[src/rtl/mc_pkg.sv]
// Shared encodings for the multicycle MIPS controller: FSM states, opcodes,
// funct codes, ALU op classes and the per-state control word.
package mc_pkg;

  typedef enum logic [3:0] {
    S_FETCH   = 4'd0,
    S_DECODE  = 4'd1,
    S_MEMADR  = 4'd2,
    S_MEMRD   = 4'd3,
    S_MEMWB   = 4'd4,
    S_MEMWR   = 4'd5,
    S_EXECUTE = 4'd6,
    S_ALUWB   = 4'd7,
    S_BRANCH  = 4'd8,
    S_ADDIEX  = 4'd9,
    S_ADDIWB  = 4'd10,
    S_JUMP    = 4'd11
  } state_t;

  localparam logic [5:0] OP_LW    = 6'b100011;
  localparam logic [5:0] OP_SW    = 6'b101011;
  localparam logic [5:0] OP_RTYPE = 6'b000000;
  localparam logic [5:0] OP_BEQ   = 6'b000100;
  localparam logic [5:0] OP_ADDI  = 6'b001000;
  localparam logic [5:0] OP_J     = 6'b000010;

  localparam logic [5:0] F_ADD = 6'b100000;
  localparam logic [5:0] F_SUB = 6'b100010;
  localparam logic [5:0] F_AND = 6'b100100;
  localparam logic [5:0] F_OR  = 6'b100101;
  localparam logic [5:0] F_SLT = 6'b101010;

  localparam logic [2:0] ALU_AND = 3'b000;
  localparam logic [2:0] ALU_OR  = 3'b001;
  localparam logic [2:0] ALU_ADD = 3'b010;
  localparam logic [2:0] ALU_SUB = 3'b110;
  localparam logic [2:0] ALU_SLT = 3'b111;

  typedef enum logic [1:0] {
    ALUOP_ADD   = 2'b00,
    ALUOP_SUB   = 2'b01,
    ALUOP_FUNCT = 2'b10
  } aluop_t;

  typedef struct packed {
    logic       iord;
    logic       memwrite;
    logic       irwrite;
    logic       regwrite;
    logic       regdst;
    logic       memtoreg;
    logic       alusrca;
    logic [1:0] alusrcb;
    logic [1:0] pcsrc;
    logic       pcwrite;
    logic       branch;
    aluop_t     aluop;
  } ctrl_t;

  // Moore decode: each control bit is the set of states that assert it.
  function automatic ctrl_t state_outputs(state_t s);
    ctrl_t c;
    c.iord     = (s == S_MEMRD) || (s == S_MEMWR);
    c.memwrite = (s == S_MEMWR);
    c.irwrite  = (s == S_FETCH);
    c.regwrite = (s == S_MEMWB) || (s == S_ALUWB) || (s == S_ADDIWB);
    c.regdst   = (s == S_ALUWB);
    c.memtoreg = (s == S_MEMWB);
    c.alusrca  = (s == S_MEMADR) || (s == S_EXECUTE) || (s == S_BRANCH) || (s == S_ADDIEX);
    c.alusrcb  = (s == S_FETCH)  ? 2'b01 :
                 (s == S_DECODE) ? 2'b11 :
                 ((s == S_MEMADR) || (s == S_ADDIEX)) ? 2'b10 : 2'b00;
    c.pcsrc    = (s == S_BRANCH) ? 2'b01 : (s == S_JUMP) ? 2'b10 : 2'b00;
    c.pcwrite  = (s == S_FETCH) || (s == S_JUMP);
    c.branch   = (s == S_BRANCH);
    c.aluop    = (s == S_EXECUTE) ? ALUOP_FUNCT : (s == S_BRANCH) ? ALUOP_SUB : ALUOP_ADD;
    return c;
  endfunction

endpackage

[src/rtl/mc_controller_if.sv]
// Controller <-> datapath signal bundle. There is no valid/ready handshake:
// instruction fields and zero are sampled every cycle, controls are valid every cycle.
interface mc_controller_if;

  logic [5:0]     op;
  logic [5:0]     funct;
  logic           zero;
  logic           iord;
  logic           memwrite;
  logic           irwrite;
  logic           regwrite;
  logic           regdst;
  logic           memtoreg;
  logic           alusrca;
  logic [1:0]     alusrcb;
  logic [1:0]     pcsrc;
  logic [2:0]     alucontrol;
  logic           pcen;
  mc_pkg::state_t state;

  modport master (
    input  op, funct, zero,
    output iord, memwrite, irwrite, regwrite, regdst, memtoreg,
           alusrca, alusrcb, pcsrc, alucontrol, pcen, state
  );

  modport slave (
    output op, funct, zero,
    input  iord, memwrite, irwrite, regwrite, regdst, memtoreg,
           alusrca, alusrcb, pcsrc, alucontrol, pcen, state
  );

endinterface

[src/rtl/mc_controller_aludec.sv]
// Combinational ALU decoder: maps the FSM's ALU op class and the R-type funct
// field to the 3-bit ALU control code.
module aludec
  import mc_pkg::*;
(
  input  aluop_t     aluop,
  input  logic [5:0] funct,
  output logic [2:0] alucontrol
);

  always_comb begin
    alucontrol = ALU_AND;
    case (aluop)
      ALUOP_ADD: alucontrol = ALU_ADD;
      ALUOP_SUB: alucontrol = ALU_SUB;
      ALUOP_FUNCT: begin
        case (funct)
          F_ADD:   alucontrol = ALU_ADD;
          F_SUB:   alucontrol = ALU_SUB;
          F_AND:   alucontrol = ALU_AND;
          F_OR:    alucontrol = ALU_OR;
          F_SLT:   alucontrol = ALU_SLT;
          default: alucontrol = ALU_AND;
        endcase
      end
      default: alucontrol = ALU_AND;
    endcase
  end

endmodule

[src/rtl/mc_controller.sv]
// Multicycle MIPS control FSM. The control word is registered alongside the
// state; pcen and alucontrol are formed combinationally from it.
module mc_controller
  import mc_pkg::*;
(
  input  logic            clk,
  input  logic            reset,
  mc_controller_if.master bus
);

  state_t state_q, state_d;
  ctrl_t  ctrl_q;

  always_comb begin
    state_d = S_FETCH;
    case (state_q)
      S_FETCH:  state_d = S_DECODE;
      S_DECODE: begin
        case (bus.op)
          OP_LW, OP_SW: state_d = S_MEMADR;
          OP_RTYPE:     state_d = S_EXECUTE;
          OP_BEQ:       state_d = S_BRANCH;
          OP_ADDI:      state_d = S_ADDIEX;
          OP_J:         state_d = S_JUMP;
          default:      state_d = S_FETCH;
        endcase
      end
      S_MEMADR: begin
        if (bus.op == OP_LW)      state_d = S_MEMRD;
        else if (bus.op == OP_SW) state_d = S_MEMWR;
        else                      state_d = S_FETCH;
      end
      S_MEMRD:   state_d = S_MEMWB;
      S_EXECUTE: state_d = S_ALUWB;
      S_ADDIEX:  state_d = S_ADDIWB;
      default:   state_d = S_FETCH;
    endcase
  end

  // Control word is computed from the next state so it lines up with state_q.
  always_ff @(posedge clk) begin
    if (reset) begin
      state_q <= S_FETCH;
      ctrl_q  <= state_outputs(S_FETCH);
    end else begin
      state_q <= state_d;
      ctrl_q  <= state_outputs(state_d);
    end
  end

  assign bus.iord     = ctrl_q.iord;
  assign bus.regdst   = ctrl_q.regdst;
  assign bus.memtoreg = ctrl_q.memtoreg;
  assign bus.alusrca  = ctrl_q.alusrca;
  assign bus.alusrcb  = ctrl_q.alusrcb;
  assign bus.pcsrc    = ctrl_q.pcsrc;
  assign bus.state    = state_q;

  // Write enables are killed while reset is high so nothing commits mid-reset.
  assign bus.memwrite = ctrl_q.memwrite & ~reset;
  assign bus.irwrite  = ctrl_q.irwrite  & ~reset;
  assign bus.regwrite = ctrl_q.regwrite & ~reset;
  assign bus.pcen     = (ctrl_q.pcwrite | (ctrl_q.branch & bus.zero)) & ~reset;

  aludec u_aludec (
    .aluop      (ctrl_q.aluop),
    .funct      (bus.funct),
    .alucontrol (bus.alucontrol)
  );

endmodule
[src/flat_wrapper.sv]
// flat-port wrapper written by rule: the top's interface ports become plain ports
module mc_controller_flat import mc_pkg::*;
  (clk, reset, bus_op, bus_funct, bus_zero, bus_iord, bus_memwrite, bus_irwrite, bus_regwrite, bus_regdst, bus_memtoreg, bus_alusrca, bus_alusrcb, bus_pcsrc, bus_alucontrol, bus_pcen, bus_state);
  mc_controller_if bus_i ();
  input  logic clk;
  input  logic reset;
  input wire logic [$bits(bus_i.op)-1:0] bus_op;
  input wire logic [$bits(bus_i.funct)-1:0] bus_funct;
  input wire logic [$bits(bus_i.zero)-1:0] bus_zero;
  output wire logic [$bits(bus_i.iord)-1:0] bus_iord;
  output wire logic [$bits(bus_i.memwrite)-1:0] bus_memwrite;
  output wire logic [$bits(bus_i.irwrite)-1:0] bus_irwrite;
  output wire logic [$bits(bus_i.regwrite)-1:0] bus_regwrite;
  output wire logic [$bits(bus_i.regdst)-1:0] bus_regdst;
  output wire logic [$bits(bus_i.memtoreg)-1:0] bus_memtoreg;
  output wire logic [$bits(bus_i.alusrca)-1:0] bus_alusrca;
  output wire logic [$bits(bus_i.alusrcb)-1:0] bus_alusrcb;
  output wire logic [$bits(bus_i.pcsrc)-1:0] bus_pcsrc;
  output wire logic [$bits(bus_i.alucontrol)-1:0] bus_alucontrol;
  output wire logic [$bits(bus_i.pcen)-1:0] bus_pcen;
  output wire logic [$bits(bus_i.state)-1:0] bus_state;
  assign bus_i.op = bus_op;
  assign bus_i.funct = bus_funct;
  assign bus_i.zero = bus_zero;
  assign bus_iord = bus_i.iord;
  assign bus_memwrite = bus_i.memwrite;
  assign bus_irwrite = bus_i.irwrite;
  assign bus_regwrite = bus_i.regwrite;
  assign bus_regdst = bus_i.regdst;
  assign bus_memtoreg = bus_i.memtoreg;
  assign bus_alusrca = bus_i.alusrca;
  assign bus_alusrcb = bus_i.alusrcb;
  assign bus_pcsrc = bus_i.pcsrc;
  assign bus_alucontrol = bus_i.alucontrol;
  assign bus_pcen = bus_i.pcen;
  assign bus_state = bus_i.state;
  mc_controller u_core (.clk(clk), .reset(reset), .bus(bus_i));
endmodule
[config.mk]
export PLATFORM = sky130hd
export DESIGN_NAME = mc_controller_flat
export DESIGN_NICKNAME = d
export VERILOG_FILES = /design/src/rtl/mc_pkg.sv /design/src/rtl/mc_controller_if.sv /design/src/rtl/mc_controller_aludec.sv /design/src/rtl/mc_controller.sv /design/src/flat_wrapper.sv
export SDC_FILE = /design/constraint.sdc
export NUM_CORES = 1
export LEC_CHECK = 0
export ABC_AREA = 1
export BUFFER_PORTS_ARGS = -buffer_cell sky130_fd_sc_hd__buf_4
export CAP_MARGIN = 20
export CORE_MARGIN = 2
export CORE_UTILIZATION = 41
export DETAILED_ROUTE_END_ITERATION = 7
export PLACE_DENSITY_LB_ADDON = 0.15
export SLEW_MARGIN = 0
export SYNTH_ARGS = -nofsm -noshare
export SYNTH_HDL_FRONTEND = slang
export SYNTH_HIERARCHICAL = 1
export SYNTH_SLANG_ARGS = --single-unit
[constraint.sdc]
create_clock -name clk -period 2.47 [get_ports clk]
set_input_delay 0.1235 -clock clk [delete_from_list [all_inputs] [get_ports clk]]
set_output_delay 0.1235 -clock clk [all_outputs]
set_load 0.05 [all_outputs]
==> impl_results.md <==
- Share of layout cells above drive strength 1: 38.46%
- Logic gate share of total power: 20.5%
- Final Max Slew Viols: 0
- Top routing layer in use: met3
- Post-route ant nets: 0
- Via density: 4.505
- Post-route setup slack: 0.9901 ns
- Critical Path RT: 2.64 ns
- Post-CTS setup buffer count: 0
- Drt wl/cell: 9.811 um
- Sw Ratio: 28.60%
- Finished Core Util: 53.99%
- Worst slew margin: 80.84%
- Yosys cell types: 24
- Leak: 0.6779 nW
- Routed met3 length: 114 um
- Min Clock Period, post-route: 1.480 ns
- Tot Pwr: 604.7 uW
- Clock Tree Buf Depth: 2
- Core area: 2477 sq um
- Mapped Nets: 166
- Pre-CTS WS: 1.021 ns
- Hpwl dp: 1698 um
- Yosys warning total: 6
- Crit share post-route: 59.92%
- Via count: 955
- Max cap viols: 0
- First-pass GRT wire length: 3284 um
- Remaining global-route overflow: 0
- Fmax: 675.7 MHz
- FF+latch count, synth: 18
- Critical path's top delay family: simple AND/OR/NAND/NOR gates
- Hold_buf cts: 0
- Critical path buffers and inverters: 0
- Number of buffers created by CTS: 3
- Final TNS setup: 0 ns
- Root buffer cell: clkbuf_4
- Clock Sink Count: 18
- DRT met1 WL: 999 um
- Most used cell, CP: nor2_1
- Largest net degree at the start of global routing: 20
- Syn-to-layout area delta: 25.18%
- Switch Pwr: 173.0 uW
- Wire length on met2: 966 um
- Critical path data arrival time: 1.65 ns
- Clock transition at the registers of the reported paths: 0.11 ns
- DP Area: 1301 sq um
- Worst min path class: input port to flop
- Sequential area share after synthesis: 33.72%
- Initial Utilization: 43.13%
- Crit. End Element: flop
- Drt pass-1 iters: 4
- Slew @ Worst Pin: 0.2858 ns
- Clock power share: 29.2%
- RSZ-0062 raised after global routing: no
- Cts repair resizes: 0
- H-tree Lvls: 1
- Buffers on Ports: 33
- Die X: 55.05 um
- Nets: 198
- Final RePlAce weighted congestion: 0.7937
- Status: completed
- TritonCTS clock tree: yes
- Post-synth ARST share: 0%
- Internal: 431.7 uW
- DIE HEIGHT: 55.05 um
- Crit start category: flop
- Critical Path Max Stage Delay: 0.39 ns
- Iter 0 DRT Violations: 11
- Final wirelength: 2080 um
- Final Hold Viols: 0
- Synthesized area per cell: 7.076 sq um
- Placed insts: 208
- WS Path Type: flop to flop
- Final cell count without fillers: 212
- Post-Syn Area: 1069 sq um
- CP max stage cell: dfxtp_1
- Sequential power share: 50.2%
- Peak VDD IR: 0.4533 mV
- Clk Latency, worst-skew pair: 0.29 ns
- Row cnt: 18
- Final Cell Area: 1338 sq um
- Ports: 34
- Initial antenna violation count: 0
- Hold_ws: 0.1366 ns
- CP max FO: 5
- Critical-path cell list: nor2_4 -> nand3_2 -> nor2_1 -> nor2_2 -> nand2_1 -> nor2_2 -> nand3_1 -> nand2_1 -> nor2_1 -> nor2_1
- Commonest non-fill, non-tap cells in the layout: 33 x buf_4, 29 x nor2_1, 19 x inv_1, 19 x nand2_1, 18 x dfxtp_1
- Final setup viols: 0
- Overall Global Routing Usage: 14.95%
- Most common cell after layout, fill and taps aside: buf_4
- Number of synthesized flops with an enable pin: 0
- Antenna Cells: 0
- PwrDens: 452.1 nW/um^2
- Die area: 3031 sq um
- Clk_skew: 0.01258 ns
- Cell count after synthesis: 151
- Vias in the first global route: 826
- FILL cells: 267
- DRC viols: 0
- Most used flip-flop cell after synthesis: dfxtp_1
power by group through the flow:
stage / logic [mW] / registers (mW) / clock network, mW
2_1_floorplan: 0.0802 / 0.317 / 0
3_3_place_gp: 0.122 / 0.310 / 0
3_5_place_dp: 0.124 / 0.311 / 0
4_1_cts: 0.124 / 0.304 / 0.184
5_1_grt: 0.135 / 0.305 / 0.196
6_report: 0.124 / 0.304 / 0.177
cells in the mapped netlist, types with 2 or more instances:
master	number	area [sq um]
nor2_1	29	108.9
inv_1	19	71.32
nand2_1	19	71.32
dfxtp_1	18	360.4
nand3_1	17	85.08
inv_2	8	30.03
nand3_2	6	60.06
nor2_4	6	67.56
nor2_2	5	31.28
buf_4	4	30.03
nand2_2	4	25.02
a21oi_1	2	10.01
buf_6	2	22.52
nor3_1	2	10.01
worst reg2reg max path, delay by kind of cell (launching register included):
kind,cells,cell delay [ns]
flops,1,0.39
simple gates,10,0.98
sequential cells by signal, indices dropped and copies added (netlist names):
register,flops
u_core/ctrl_q,6
u_core/bus.state,4
u_core/bus.alusrcb,2
u_core/bus.pcsrc,2
u_core/bus.alusrca,1
u_core/bus.iord,1
u_core/bus.memtoreg,1
u_core/bus.regdst,1
area by class of cell:
type | instances | area [sq um] | area share (%)
multi-input combinational | 100 | 554.3 | 41.44
sequential | 18 | 360.3 | 26.94
timing repair buffer | 33 | 247.7 | 18.52
inverter | 27 | 101.3 | 7.577
tap | 30 | 37.54 | 2.806
clock buffer | 4 | 36.28 | 2.713
path summary, 6_finish.rpt:
check | start | end | slack, ns | depth (start not counted)
min | reset | u_core/bus.state[2]$_SDFF_PP0_ | 0.14 | 2
max | u_core/bus.state[2]$_SDFF_PP0_ | u_core/bus.alusrca$_SDFF_PP0_ | 0.99 | 10
min reg2reg | u_core/bus.state[0]$_SDFF_PP0_ | u_core/bus.memtoreg$_SDFF_PP0_ | 0.65 | 2
max reg2reg | u_core/bus.state[2]$_SDFF_PP0_ | u_core/bus.alusrca$_SDFF_PP0_ | 0.99 | 10
cells by family (layout without fill, tap and decap cells):
logic type	after synthesis	count (layout)	share of synthesized area, %
AO/OA/AOI/OAI	7	7	5.036
AND/OR/NAND/NOR	93	93	46.84
buffers and inverters	33	64	14.40
flip-flops	18	18	33.72
routing by layer:
metal	vias up	track usage, %
met3	0	5.645
li1	525	-
met2	21	26.19
met5	-	0
met1	409	18.08
met4	0	1.220
Power figures use the tool's default switching activity.
